### src/rtl/decoder_stage_controller_pkg.sv
// Shared stage encoding and helpers for the decoder stage sequencer.
// Latency: n/a (types and constants only).
// Backpressure: n/a.
package decoder_stage_controller_pkg;

  localparam int STAGE_WIDTH     = 3;
  // Width of the per-stage dwell counter; saturates, so only needs to cover
  // the longest fixed dwell plus the settle window.
  localparam int STAGE_CNT_WIDTH = 8;

  typedef enum logic [STAGE_WIDTH-1:0] {
    STAGE_IDLE                = 3'd0,
    STAGE_MEASUREMENT_LOADING = 3'd1,
    STAGE_GROW                = 3'd2,
    STAGE_MERGE               = 3'd3,
    STAGE_PEELING             = 3'd4,
    STAGE_RESULT_VALID        = 3'd5
  } stage_e;

  // Stages during which the decode latency counter advances.
  function automatic logic is_counting_stage(input stage_e s);
    return (s == STAGE_MEASUREMENT_LOADING) || (s == STAGE_GROW) ||
           (s == STAGE_MERGE) || (s == STAGE_PEELING);
  endfunction

endpackage

### src/rtl/decoder_stage_controller_stage_quiet_detector.sv
// Tracks dwell time in the current stage and detects array quiescence.
// Latency: busy is registered once; quiet is combinational from registered state.
// Backpressure: none; samples busy every cycle.
module stage_quiet_detector
  import decoder_stage_controller_pkg::*;
#(
  parameter int PU_COUNT      = 64,
  parameter int SETTLE_CYCLES = 3,
  parameter int QUIET_CYCLES  = 2
) (
  input  logic                       clk,
  input  logic                       reset,
  input  logic                       stage_change,
  input  logic [PU_COUNT-1:0]        busy,
  output logic [STAGE_CNT_WIDTH-1:0] stage_cnt,
  output logic                       quiet
);

  localparam int QW = $clog2(QUIET_CYCLES + 1);

  logic          any_busy_q;
  logic [QW-1:0] quiet_cnt;
  logic          settled;

  // Quiet counting only begins once the PUs have had time to react to the new stage.
  assign settled = (stage_cnt >= STAGE_CNT_WIDTH'(SETTLE_CYCLES));

  // Pulse on the sample that completes the required run of not-busy samples.
  assign quiet = settled && !any_busy_q && (quiet_cnt == QW'(QUIET_CYCLES - 1));

  // Register the array-wide busy OR so decisions never see raw array outputs.
  always_ff @(posedge clk) begin
    if (reset) any_busy_q <= 1'b0;
    else       any_busy_q <= |busy;
  end

  // Dwell counter: restarts on every stage change, saturates otherwise.
  always_ff @(posedge clk) begin
    if (reset || stage_change)  stage_cnt <= '0;
    else if (stage_cnt != '1)   stage_cnt <= stage_cnt + 1'b1;
  end

  // Consecutive not-busy counter; any busy sample or stage change restarts it.
  always_ff @(posedge clk) begin
    if (reset || stage_change || any_busy_q)
      quiet_cnt <= '0;
    else if (settled && (quiet_cnt != QW'(QUIET_CYCLES)))
      quiet_cnt <= quiet_cnt + 1'b1;
  end

endmodule

### src/rtl/decoder_stage_controller.sv
// Central stage sequencer broadcasting global_stage to the PU array.
// Latency: stage register drives global_stage directly; decisions use 1-cycle registered array status.
// Backpressure: start taken only in IDLE; result held in RESULT_VALID until result_ack.
module decoder_stage_controller
  import decoder_stage_controller_pkg::*;
#(
  parameter int PU_COUNT      = 64,
  parameter int MAX_ITER      = 31,
  parameter int ITER_WIDTH    = 5,
  parameter int CYCLE_WIDTH   = 16,
  parameter int LOAD_CYCLES   = 2,
  parameter int GROW_CYCLES   = 1,
  parameter int SETTLE_CYCLES = 3,
  parameter int QUIET_CYCLES  = 2
) (
  input  logic                   clk,
  input  logic                   reset,
  input  logic                   start,
  input  logic [PU_COUNT-1:0]    busy,
  input  logic [PU_COUNT-1:0]    odd,
  output logic [STAGE_WIDTH-1:0] global_stage,
  output logic                   ready,
  output logic                   result_valid,
  input  logic                   result_ack,
  output logic [ITER_WIDTH-1:0]  iteration_count,
  output logic [CYCLE_WIDTH-1:0] cycle_count,
  output logic                   overflow
);

  stage_e                     state;
  stage_e                     next_state;
  logic                       any_odd_q;
  logic                       stage_change;
  logic [STAGE_CNT_WIDTH-1:0] stage_cnt;
  logic                       quiet;
  logic                       at_max_iter;

  assign global_stage = state;
  assign at_max_iter  = (iteration_count == ITER_WIDTH'(MAX_ITER));
  assign stage_change = (next_state != state);

  stage_quiet_detector #(
    .PU_COUNT      (PU_COUNT),
    .SETTLE_CYCLES (SETTLE_CYCLES),
    .QUIET_CYCLES  (QUIET_CYCLES)
  ) u_quiet (
    .clk          (clk),
    .reset        (reset),
    .stage_change (stage_change),
    .busy         (busy),
    .stage_cnt    (stage_cnt),
    .quiet        (quiet)
  );

  // Register the array-wide odd OR alongside the busy OR.
  always_ff @(posedge clk) begin
    if (reset) any_odd_q <= 1'b0;
    else       any_odd_q <= |odd;
  end

  // Next-stage decision; MERGE and PEELING both leave on the shared quiet pulse.
  always_comb begin
    next_state = state;
    case (state)
      STAGE_IDLE:
        if (start) next_state = STAGE_MEASUREMENT_LOADING;
      STAGE_MEASUREMENT_LOADING:
        if (stage_cnt >= STAGE_CNT_WIDTH'(LOAD_CYCLES - 1)) next_state = STAGE_MERGE;
      STAGE_GROW:
        if (stage_cnt >= STAGE_CNT_WIDTH'(GROW_CYCLES - 1)) next_state = STAGE_MERGE;
      STAGE_MERGE:
        if (quiet) begin
          if (!any_odd_q || at_max_iter) next_state = STAGE_PEELING;
          else                           next_state = STAGE_GROW;
        end
      STAGE_PEELING:
        if (quiet) next_state = STAGE_RESULT_VALID;
      STAGE_RESULT_VALID:
        if (result_ack) next_state = STAGE_IDLE;
      default:
        next_state = STAGE_IDLE;
    endcase
  end

  // Stage register, registered status flags and per-decode counters.
  always_ff @(posedge clk) begin
    if (reset) begin
      state           <= STAGE_IDLE;
      ready           <= 1'b1;
      result_valid    <= 1'b0;
      iteration_count <= '0;
      cycle_count     <= '0;
      overflow        <= 1'b0;
    end else begin
      state        <= next_state;
      ready        <= (next_state == STAGE_IDLE);
      result_valid <= (next_state == STAGE_RESULT_VALID);

      if ((state == STAGE_IDLE) && start) begin
        iteration_count <= '0;
        cycle_count     <= '0;
        overflow        <= 1'b0;
      end

      if (is_counting_stage(state) && (cycle_count != '1))
        cycle_count <= cycle_count + 1'b1;

      // Odd clusters remain at convergence: grow again, or give up at the round limit.
      if ((state == STAGE_MERGE) && quiet && any_odd_q) begin
        if (at_max_iter) overflow        <= 1'b1;
        else             iteration_count <= iteration_count + 1'b1;
      end
    end
  end

endmodule

### config.mk
export PLATFORM = sky130hd
export DESIGN_NAME = decoder_stage_controller
export DESIGN_NICKNAME = d
export VERILOG_FILES = /design/src/rtl/decoder_stage_controller_pkg.sv /design/src/rtl/decoder_stage_controller_stage_quiet_detector.sv /design/src/rtl/decoder_stage_controller.sv
export SDC_FILE = /design/constraint.sdc
export NUM_CORES = 1
export LEC_CHECK = 0
export BUFFER_PORTS_ARGS = -buffer_cell sky130_fd_sc_hd__buf_4
export CAP_MARGIN = 25
export CORE_MARGIN = 2
export CORE_UTILIZATION = 45
export DETAILED_ROUTE_END_ITERATION = 7
export MAX_ROUTING_LAYER = met4
export PLACE_DENSITY = 0.82
export SYNTH_ARGS = -nofsm -noshare
export SYNTH_HDL_FRONTEND = slang
export SYNTH_SLANG_ARGS = --single-unit
### constraint.sdc
create_clock -name clk -period 5.39 [get_ports clk]
set_input_delay 0.2695 -clock clk [delete_from_list [all_inputs] [get_ports clk]]
set_output_delay 0.2695 -clock clk [all_outputs]
set_load 0.02 [all_outputs]
==> impl_results.md <==
* Run status: finished clean
* Max VDD drop at 0.116 mV
* Final setup margin at 3050 ps
* Slew HR at 50.0%
* Crit-path slowest cell: mux2i_4
* DIE AREA at 0.00585 mm²
* Fin crit share at 43.3%
* Core Region at 0.00507 mm²
* Clock sink count at 39
* Max Fclk at 0.428 GHz
* HP Class: input port to flip-flop
* Number of synthesized flops with an enable pin at 0
* Clock latency on the worst-skew pair at 300 ps
* ANT nets after route at 0
* Commonest non-fill, non-tap cell in the layout: buf_4
* Worst Tran Pin Value at 745 ps
* Final Setup Violations at 0
* Clock transition at path regs at 80 ps
* Synth async-reset ratio at 0%
* Synthesized area at 0.00237 mm²
* Critical Path Max Stage Delay at 540 ps
* Pleak at 1.61 nW
* Vias in the first global route at 2735
* Max-slew violations at 0
* Inserted Clock Buffers at 5
* Post-synthesis instance total at 285
* Minimum clock period at 2340 ps
* Syn Nets at 425
* Max-cap violations at 0
* First-pass GRT wire length at 13.4 mm
* Post-route DRC violation count at 0
* Most frequent cells in the layout: buf_4 (159), dfxtp_1 (39), nor4_1 (35), nand2_1 (25), nor2_1 (22)
* Port bufs at 158
* Area delta synth->final at 58.4%
* CP delay by family, top: simple AND/OR/NAND/NOR gates
* Grt ovf at 0
* Final Skew at 7.94 ps
* Final wirelength at 8.26 mm
* Pre-CTS setup slack at 2960 ps
* Top-area cell type share of the netlist area at 33.0%
* Share of post-route cells with drive strength above 1 at 41.0%
* Largest net degree at the start of global routing at 18
* Post-CTS Resized at 0
* Req. time, crit path at 5570 ps
* Hold_buf cts at 0
* Synth warnings at 0
* Hold WS at 274 ps
* Largest area contributor in the netlist: dfxtp_1
* Hold Crit Depth at 2
* GRT Util Overall at 29.4%
* Worst path bufs/invs at 0
* Avg WL per Cell at 16.1 µm
* H-tree depth at 2
* Kind of critical path: flip-flop to flip-flop
* RSZ-0062 raised after global routing: false
* Vias at 2896
* Placer congestion estimate at 0.967
* Syn avg cell area at 8.30 µm²
* Critical-path cell list: ha_1 > nor3_1 > nand2_2 > a221oi_4 > mux2i_4 > nor3_2
* FF-to-FF path depth at 6
* Setup Buffers After CTS at 0
* Final hold violations at 0
* Initial Util at 46.6%
* CP Data Arrival Time at 2520 ps
* Non-filler instance count after layout at 514
* Ports at 159
* Max Root-Sink Buffers at 2
* Critical Path Fanout Max at 10
* Die Height at 76.5 µm
* Vias per cell at 5.63
* DP Cell Count at 505
* Sequential share of the synthesized area at 33.0%
* Synth unique cells at 51
* First-iteration detailed-routing DRC count at 122
* Root Driver: clkbuf_8
* CTS tree: yes
* Number of diodes at 0
* Synth top area cells: dfxtp_1 (33%), nor4_1 (9.3%), ha_1 (4.2%)
* # rows at 26
* P per Cell Area at 214 mW/mm²
* Top FF cell, synth: dfxtp_1
* Nets at 583
* CP Capture Type: flip-flop
* Final core utilization at 73.8%
* First-pass DRT Iterations at 4
* Setup TNS at 0 ps
* Startpoint Class: flip-flop
* HPWL Detailed at 6.80 mm
* DIE WIDTH at 76.5 µm
* Yosys reg bits at 39
* Initial antenna violation count at 0
* Critical Path Stages at 6
## state kept, by name (all words and copies together), names as in the netlist
name                flops
u_quiet.quiet_cnt       2
overflow                1
u_quiet.stage_cnt       8
ready                   1
any_odd_q               1
result_valid            1
cycle_count            16
global_stage            3
u_quiet.any_busy_q      1
iteration_count         5
## cell families (layout without fill, tap and decap cells)
| group | after synthesis | after routing | share of synthesized area, % |
|---|---|---|---|
| AO/OA/AOI/OAI | 53 | 53 | 17.1 |
| XOR/XNOR | 7 | 7 | 2.59 |
| adder cells (fa/ha/maj) | 8 | 8 | 4.23 |
| buffers and inverters | 13 | 172 | 2.33 |
| flip-flops | 39 | 39 | 33.0 |
| multiplexers | 2 | 2 | 1.37 |
| AND/OR/NAND/NOR | 163 | 163 | 39.4 |
## worst reg2reg max path: cells and delay by family, from the launching register on
kind	cells	cell delay [ps]
flops	1	370
fa+ha+maj	1	270
simple gates	3	660
compound gates	1	380
mux	1	540
## final cells by class
| class | instances | area, µm² |
|---|---|---|
| Tap cell | 70 | 87.6 |
| Clock inverter | 3 | 67.6 |
| Multi-Input combinational cell | 233 | 1530 |
| Fill cell | 431 | 1330 |
| Sequential cell | 39 | 781 |
| Inverter | 5 | 18.8 |
| Timing Repair Buffer | 159 | 1190 |
| Clock buffer | 5 | 68.8 |
## synthesized netlist by cell type (all sizes together) (4+ instances only)
| cell | number |
|---|---|
| o21ai | 10 |
| nor4 | 36 |
| a21oi | 12 |
| and3 | 9 |
| nand3 | 15 |
| ha | 8 |
| dfxtp | 39 |
| nor2 | 22 |
| inv | 5 |
| nor3 | 13 |
| or3 | 6 |
| buf | 5 |
| xnor2 | 4 |
| nand4 | 16 |
| a21o | 7 |
| nand2 | 26 |
## per-stage QoR
| step | power (W) | area (µm²) |
|---|---|---|
| after floorplan | 0.000403 | 2370 |
| after global placement | 0.000503 | 3600 |
| after detailed placement | 0.000507 | 3600 |
| after CTS | 0.000800 | 3740 |
| after global routing | 0.000833 | 3750 |
| final | 0.000801 | 3750 |
## path summary, 6_finish.rpt
path                                      startpoint              endpoint  slack (ps)
worst max-delay path            u_quiet.stage_cnt[0]  u_quiet.stage_cnt[5]        3050
worst min-delay path                           reset              overflow         270
worst max register to register  u_quiet.stage_cnt[0]  u_quiet.stage_cnt[5]        3050
worst min register to register              overflow              overflow         470
## per-layer routing
metal  share of wire, %  global-route usage [%]
met3                7.7                    6.52
met4               0.76                    5.27
met1                 40                    36.1
met5                  0                       -
met2                 51                    50.1
## power breakdown
part | total, W | internal, W | switching (W) | leakage (nW)
clock network | 0.000297 | 0.000185 | 0.000113 | 0.0644
registers | 0.000317 | 0.000299 | 0.0000182 | 0.316
logic | 0.000186 | 0.000103 | 0.0000834 | 1.23
No activity file was read; power rests on OpenSTA's default activity.
